### src/rtl/apb_master_bridge.sv
// APB initiator: buffers valid/ready commands in a FIFO and
// issues them as APB setup/access transfers with timeout abort.
module apb_master_bridge #(
  parameter int AMBA_WORD       = 32,
  parameter int AMBA_ADDR_WIDTH = 20,
  parameter int FIFO_DEPTH      = 4,
  parameter int TIMEOUT         = 16
) (
  input  logic                       clk,
  input  logic                       rst,
  input  logic                       cmd_valid,
  output logic                       cmd_ready,
  input  logic                       cmd_write,
  input  logic [AMBA_ADDR_WIDTH-1:0] cmd_addr,
  input  logic [AMBA_WORD-1:0]       cmd_wdata,
  output logic                       rsp_valid,
  output logic                       rsp_write,
  output logic                       rsp_err,
  output logic [AMBA_WORD-1:0]       rsp_rdata,
  output logic                       busy,
  output logic [AMBA_ADDR_WIDTH-1:0] PADDR,
  output logic                       PSEL,
  output logic                       PENABLE,
  output logic                       PWRITE,
  output logic [AMBA_WORD-1:0]       PWDATA,
  input  logic [AMBA_WORD-1:0]       PRDATA,
  input  logic                       PREADY
);

  localparam int PW = $clog2(FIFO_DEPTH);
  localparam int CW = PW + 1;
  localparam int TW = $clog2(TIMEOUT + 1);

  typedef enum logic [1:0] {
    IDLE,
    SETUP,
    ACCESS
  } state_t;

  state_t state;
  state_t state_n;

  logic [AMBA_ADDR_WIDTH-1:0] addr_mem [FIFO_DEPTH];
  logic [AMBA_WORD-1:0]       data_mem [FIFO_DEPTH];
  logic [FIFO_DEPTH-1:0]      write_mem;

  logic [PW-1:0] wr_ptr;
  logic [PW-1:0] rd_ptr;
  logic [CW-1:0] count;
  logic [CW-1:0] count_n;
  logic [TW-1:0] wait_cnt;

  logic ready_q;
  logic empty;
  logic push;
  logic pop;
  logic done;
  logic abort;
  logic psel_n;
  logic penable_n;

  assign empty     = (count == '0);
  assign push      = cmd_valid && ready_q;
  assign cmd_ready = ready_q;
  assign busy      = (state != IDLE) || !empty;

  assign done  = (state == ACCESS) && PREADY;
  assign abort = (state == ACCESS) && !PREADY
              && (wait_cnt == TW'(TIMEOUT - 1));
  assign pop   = !empty && ((state == IDLE) || done);

  assign count_n = count + CW'(push) - CW'(pop);

  always_ff @(posedge clk) begin
    if (rst) state <= IDLE;
    else     state <= state_n;
  end

  always_comb begin
    state_n = state;
    unique case (state)
      IDLE: begin
        if (!empty) state_n = SETUP;
      end
      SETUP: begin
        state_n = ACCESS;
      end
      ACCESS: begin
        if (done)       state_n = empty ? IDLE : SETUP;
        else if (abort) state_n = IDLE;
      end
      default: begin
        state_n = IDLE;
      end
    endcase
  end

  always_comb begin
    psel_n    = 1'b0;
    penable_n = 1'b0;
    unique case (state_n)
      SETUP: begin
        psel_n = 1'b1;
      end
      ACCESS: begin
        psel_n    = 1'b1;
        penable_n = 1'b1;
      end
      default: begin
        psel_n    = 1'b0;
        penable_n = 1'b0;
      end
    endcase
  end

  // Storage needs no reset; occupancy alone defines validity.
  always_ff @(posedge clk) begin
    if (push) begin
      addr_mem[wr_ptr]  <= cmd_addr;
      data_mem[wr_ptr]  <= cmd_wdata;
      write_mem[wr_ptr] <= cmd_write;
    end
  end

  always_ff @(posedge clk) begin
    if (rst) begin
      wr_ptr    <= '0;
      rd_ptr    <= '0;
      count     <= '0;
      ready_q   <= 1'b0;
      wait_cnt  <= '0;
      PSEL      <= 1'b0;
      PENABLE   <= 1'b0;
      PADDR     <= '0;
      PWRITE    <= 1'b0;
      PWDATA    <= '0;
      rsp_valid <= 1'b0;
      rsp_write <= 1'b0;
      rsp_err   <= 1'b0;
      rsp_rdata <= '0;
    end else begin
      count     <= count_n;
      ready_q   <= (count_n != CW'(FIFO_DEPTH));
      PSEL      <= psel_n;
      PENABLE   <= penable_n;
      rsp_valid <= done || abort;
      if (push) wr_ptr <= wr_ptr + PW'(1);
      if (pop) begin
        PADDR    <= addr_mem[rd_ptr];
        PWDATA   <= data_mem[rd_ptr];
        PWRITE   <= write_mem[rd_ptr];
        rd_ptr   <= rd_ptr + PW'(1);
        wait_cnt <= '0;
      end else if ((state == ACCESS) && !PREADY) begin
        wait_cnt <= wait_cnt + TW'(1);
      end
      if (done) begin
        rsp_write <= PWRITE;
        rsp_err   <= 1'b0;
        rsp_rdata <= PWRITE ? '0 : PRDATA;
      end else if (abort) begin
        rsp_write <= PWRITE;
        rsp_err   <= 1'b1;
        rsp_rdata <= '0;
      end
    end
  end

endmodule

### config.mk
export PLATFORM = sky130hd
export DESIGN_NAME = apb_master_bridge
export DESIGN_NICKNAME = d
export VERILOG_FILES = /design/src/rtl/apb_master_bridge.sv
export SDC_FILE = /design/constraint.sdc
export NUM_CORES = 1
export LEC_CHECK = 0
export CAP_MARGIN = 20
export CORE_ASPECT_RATIO = 0.6
export CORE_MARGIN = 10
export CORE_UTILIZATION = 45
export DETAILED_ROUTE_END_ITERATION = 7
export PLACE_DENSITY = 0.76
export SLEW_MARGIN = 25
export SYNTH_ARGS = -nofsm -noshare
export SYNTH_HDL_FRONTEND = slang
export SYNTH_SLANG_ARGS = --single-unit
### constraint.sdc
create_clock -name clk -period 2.9 [get_ports clk]
set_input_delay 0.29 -clock clk [delete_from_list [all_inputs] [get_ports clk]]
set_output_delay 0.29 -clock clk [all_outputs]
set_load 0.01 [all_outputs]
-- Word-level counts from Yosys, hierarchy flattened
Memories as Yosys holds them, arrays and structs flattened. A register that Yosys moved wholly into a read port is not among the register bits.
Index checks and enable logic that the tools add are counted.
- add/subtract/negate cells: 5
- $lt $le $gt $ge: 3
- equal/unequal tests: 6
- muxes and demuxes: 19
- reductions and logical operators: 18
- operator list (kind ; number):
    32-bit 2-to-1 mux ; 3
    1-bit 2-to-1 mux ; 9
    1-bit logical AND ; 6
    2-bit by 3-bit < comparator with 1-bit output (second input constant) ; 2
    2-bit 2-to-1 mux ; 3
    2-bit case mux with 3 select lines ; 1
    2-bit OR reduction ; 3
    5-bit by 1-bit adder with 5-bit output (second input constant) ; 1
    5-bit by 4-bit equality test with 1-bit output (second input constant) ; 1
    2-bit by 1-bit adder with 2-bit output (second input constant) ; 2
    4-bit bitwise mux ; 1
    2-bit by 1-bit equality test with 1-bit output (second input constant) ; 2
    2-bit equality test (second input constant) ; 2
    2-bit nonzero test ; 2
    3-bit by 1-bit adder with 3-bit output ; 1
    3-bit zero test ; 1
    1-bit logical OR ; 3
    3-bit inequality test (second input constant) ; 1
    3-bit by 1-bit subtractor with 3-bit output ; 1
    1-bit binary-select mux with 2-bit select ; 1
    1-bit demux with 2-bit select ; 1
    2-bit by 1-bit >= comparator with 1-bit output (second input constant) ; 1
    1-bit zero test ; 2
    2-bit zero test ; 1
- flip-flop bits (word level): 57
- memory bits (writable): 208
- input port bits: 89
- memories: 2
- memory list (name ; depth ; width ; rd ports ; clocked after Yosys merged registers in ; write ports ; line ; source):
    data_mem ; 4 ; 32 ; 1 ; 1 ; 1 ; 44 ; logic [AMBA_WORD-1:0] data_mem [FIFO_DEPTH];
    addr_mem ; 4 ; 20 ; 1 ; 1 ; 1 ; 43 ; logic [AMBA_ADDR_WIDTH-1:0] addr_mem [FIFO_DEPTH];

-- Logic depth before layout (Yosys ltp)
- depth after elaboration: 9
- mapped depth: 11
- mapped depth without buffers: 9

-- Worst setup path before layout
Ideal clock, no wire load.
- kind: reg-to-reg
- start point: register wr_ptr[0]
- end point: memory addr_mem[0][0], enable pin
- data arrival time: 1.855 ns
- required time: 2.484 ns
- slack: 0.629 ns
- stages on the path, launching flop included: 4
- buffers on the path: 0
- period minus slack after synthesis: 2.271 ns
- cell sequence: dfxtp_1 -> inv_1 -> ha_1 -> and3_1
- RTL lines (item ; line ; source):
    from (decl) ; 47 ; logic [PW-1:0] wr_ptr;
    from (signal assigned) ; 147 ; if (push) wr_ptr <= wr_ptr + PW'(1);
    to (decl) ; 43 ;
No word-level cell before the write port.

-- Worst setup path after layout
- start point: register count[0]
- end point: output busy
- cells in the longest elaborated chain, start to end: 3
- ends and longest elaborated chain (item ; line ; source):
    from (decl) ; 49 ; logic [CW-1:0] count;
    from (signal assigned) ; 142 ; count <= count_n;
    3-bit zero test ; 62 ; assign empty = (count == '0);
    1-bit zero test ; -- ;
    1-bit logical OR ; 65 ; assign busy = (state != IDLE) || !empty;
    to (decl) ; 20 ; output logic busy,
Every way passes these cells.

==> metrics.md <==
| Metric | Value |
|---|---|
| Syn nets | 875 |
| Vias in the first global route | 7547 |
| Fin crit share | 0.923 |
| Clock Latency Late Sink | 0.56 ns |
| Worst r2r path cells | 9 |
| Num CTS Buffers | 30 |
| Worst EP arrival | 2.39 ns |
| Critical Path, Cell by Cell | or3_4 -> buf_12 -> or3_1 -> clkdlybuf4s50_1 |
| Final ANT Viol Nets | 0 |
| Mapped cell area | 12000 sq um |
| Post-Layout Inst Area | 15300 sq um |
| Root buf cell | clkbuf_16 |
| CP Launch Type | flip-flop |
| DRC Markers | 0 |
| Vias per inst | 5.60 |
| Area delta synth->final | 27.0% |
| H-Tree Depth | 1 |
| Core area | 26400 sq um |
| Post-synth top flop | edfxtp_1 |
| Fin. Hold Viols | 0 |
| Die Area | 33900 sq um |
| Max-Cap Viols | 0 |
| Power Total | 14.3 mW |
| TNS Setup | 0 ns |
| Worst slew pin tran | 0.821 ns |
| Max Clock Freq | 0.374 GHz |
| Row Count | 46 |
| Final count of pins violating max slew | 0 |
| Endpoints failing setup | 0 |
| Cell Pwr Density | 937 nW/um^2 |
| Kind of cell adding the most delay to the critical path | simple AND/OR/NAND/NOR gates |
| Gr ovfl total | 0 |
| Outcome | finished, final reports clean |
| CP max-delay cell | clkdlybuf4s50_1 |
| CP Depth | 4 |
| DR vias | 7422 |
| Post-CTS Setup Repair Bufs | 0 |
| Crit end category | output pin |
| YS warnings | 0 |
| Layout cell share with drive strength beyond 1 | 0.147 |
| Multi-input gate area | 3200 sq um |
| Post-layout min period | 2.68 ns |
| Type of the tightest min-delay check | primary input to flip-flop |
| Most common cell after layout, fill and taps aside | edfxtp_1 |
| Die span in x | 231 um |
| Final core occ | 0.579 |
| Post-synthesis cell count | 776 |
| CP Max Fanout | 28 |
| Routed wire per std cell | 22.5 um |
| Initial DRC count | 609 |
| Clk buf depth | 3 |
| Cells after DPL | 1266 |
| Fillcell total | 2061 |
| First-pass GRT wire length | 45900 um |
| CTS tree | done |
| Number of buffers added on ports | 180 |
| EDFF count, synth | 212 |
| Total leakage power | 4.99 nW |
| Worst slew margin | 0.451 |
| Min-Delay Path Depth | 2 |
| Register area | 8470 sq um |
| Largest net degree at the start of global routing | 60 |
| Layout Cells excl Fill | 1326 |
| Final Wtd Congestion | 0.725 |
| Worst VDD drop | 0.523 mV |
| Placed cell area | 14200 sq um |
| Commonest cells after routing, fill and taps aside | edfxtp_1 (212), clkdlybuf4s50_1 (179), dfxtp_1 (102) |
| Final WL | 29800 um |
| Unrepaired setup endpoints after global routing | no |
| IO Pins | 181 |
| Fraction of registers with async set/reset | 0 |
| Starting Density | 0.456 |
| Worst path required time | 2.61 ns |
| Buf/Inv on CP | 2 |
| DR pass1 iterations | 5 |
| Worst-path clk slew | 0.07 ns |
| Crit-path max cell delay | 0.51 ns |
| Die Y-Extent | 147 um |
| Worst Skew | 0.0115 ns |
| CTS sink cnt | 317 |
| Syn Area/Cell | 15.5 sq um |
| WS Path Type | flip-flop to output pin |
| Antenna violations before repair | 3 |
| GRT Util Overall | 0.171 |
| Dpl hpwl | 18000 um |
| Yosys cell types | 40 |
| Flop and latch count out of synthesis | 317 |
| Post-synthesis sequential area ratio | 0.704 |
| NumNets Final | 1038 |
==> cell usage after synthesis (2+ instances only) <==
cell,n,share of area
nand3_1,2,0.00083
o31ai_1,55,0.034
edfxtp_1,212,0.53
o21ai_0,33,0.014
dfxtp_1,105,0.17
clkbuf_1,34,0.011
buf_4,2,0.0012
buf_2,19,0.0079
buf_6,6,0.0056
nor3_1,4,0.0017
and3_1,5,0.0026
nor2b_1,6,0.0031
nand2_1,36,0.011
or3_1,2,0.0010
xnor2_1,5,0.0036
a21oi_1,90,0.037
buf_1,10,0.0031
nand4_1,54,0.028
nand2b_1,2,0.0010
inv_1,8,0.0025
mux4_2,53,0.099
nor2_1,7,0.0022
ha_1,9,0.0094
==> state kept, by name, summed over array words and instances (netlist names) <==
signal and count:
rd_ptr 2, PWRITE 1, wait_cnt 5, PSEL 1
rsp_write 1, count 3, addr_mem 80, state 2
rsp_valid 1, write_mem 4, rsp_err 1, PADDR 20
PWDATA 32, wr_ptr 2, cmd_ready 1, PENABLE 1
rsp_rdata 32, data_mem 128
==> per-stage QoR <==
stage	setup WS (ns)	hold WS [ns]
floorplan	0.629	0.389
global placement	0.375	0.455
detailed placement	0.336	0.458
CTS	0.0128	0.251
global route	0.134	0.270
finish	0.224	0.265
==> report_power, final <==
group	leakage, nW	switching, mW	internal, mW
logic	1.72	2.18	2.09
registers	2.78	0.485	5.50
clock network	0.490	1.69	2.34
==> final cells by class <==
class,instances,share of cell area
sequential,317,0.555
multi-input combinational,379,0.210
timing repair buffer,202,0.136
clock buffer,35,0.0525
tap,360,0.0295
clock inverter,21,0.0146
inverter,9,0.00221
antenna,3,0.000492
==> worst paths after layout <==
path | start | end | slack, ns
hold / removal | rst | rsp_rdata[5] | 0.26
setup / recovery | count[0] | busy | 0.22
hold reg to reg | PWDATA[16] | PWDATA[16] | 0.47
setup reg to reg | count[0] | cmd_ready | 0.45
==> routing by layer <==
metal	vias up	track usage	wire length, um
li1	3393	-	-
met2	258	0.265	14100
met1	3729	0.234	12700
met5	-	0	0
met4	0	0.0367	484
met3	42	0.0499	2540
==> cells by family (layout without fill, tap and decap cells) <==
logic type,Yosys count,in the layout,share of synthesized area
and+or+nand+nor,127,127,0.0597
buffers and inverters,80,267,0.0313
other,0,3,0
adders and majority gates,10,10,0.0110
muxes,55,55,0.101
xor gates and xnor gates,5,5,0.00364
DFF,317,317,0.704
AOI/OAI and AO/OA,182,182,0.0888
==> repair_timing <==
item                       CTS  global route
resized for setup            2             2
hold buffers                 0             0
cloned                       0             1
pin swaps                    0             0
setup endpoints to repair    1             1
Power figures use the tool's default switching activity.
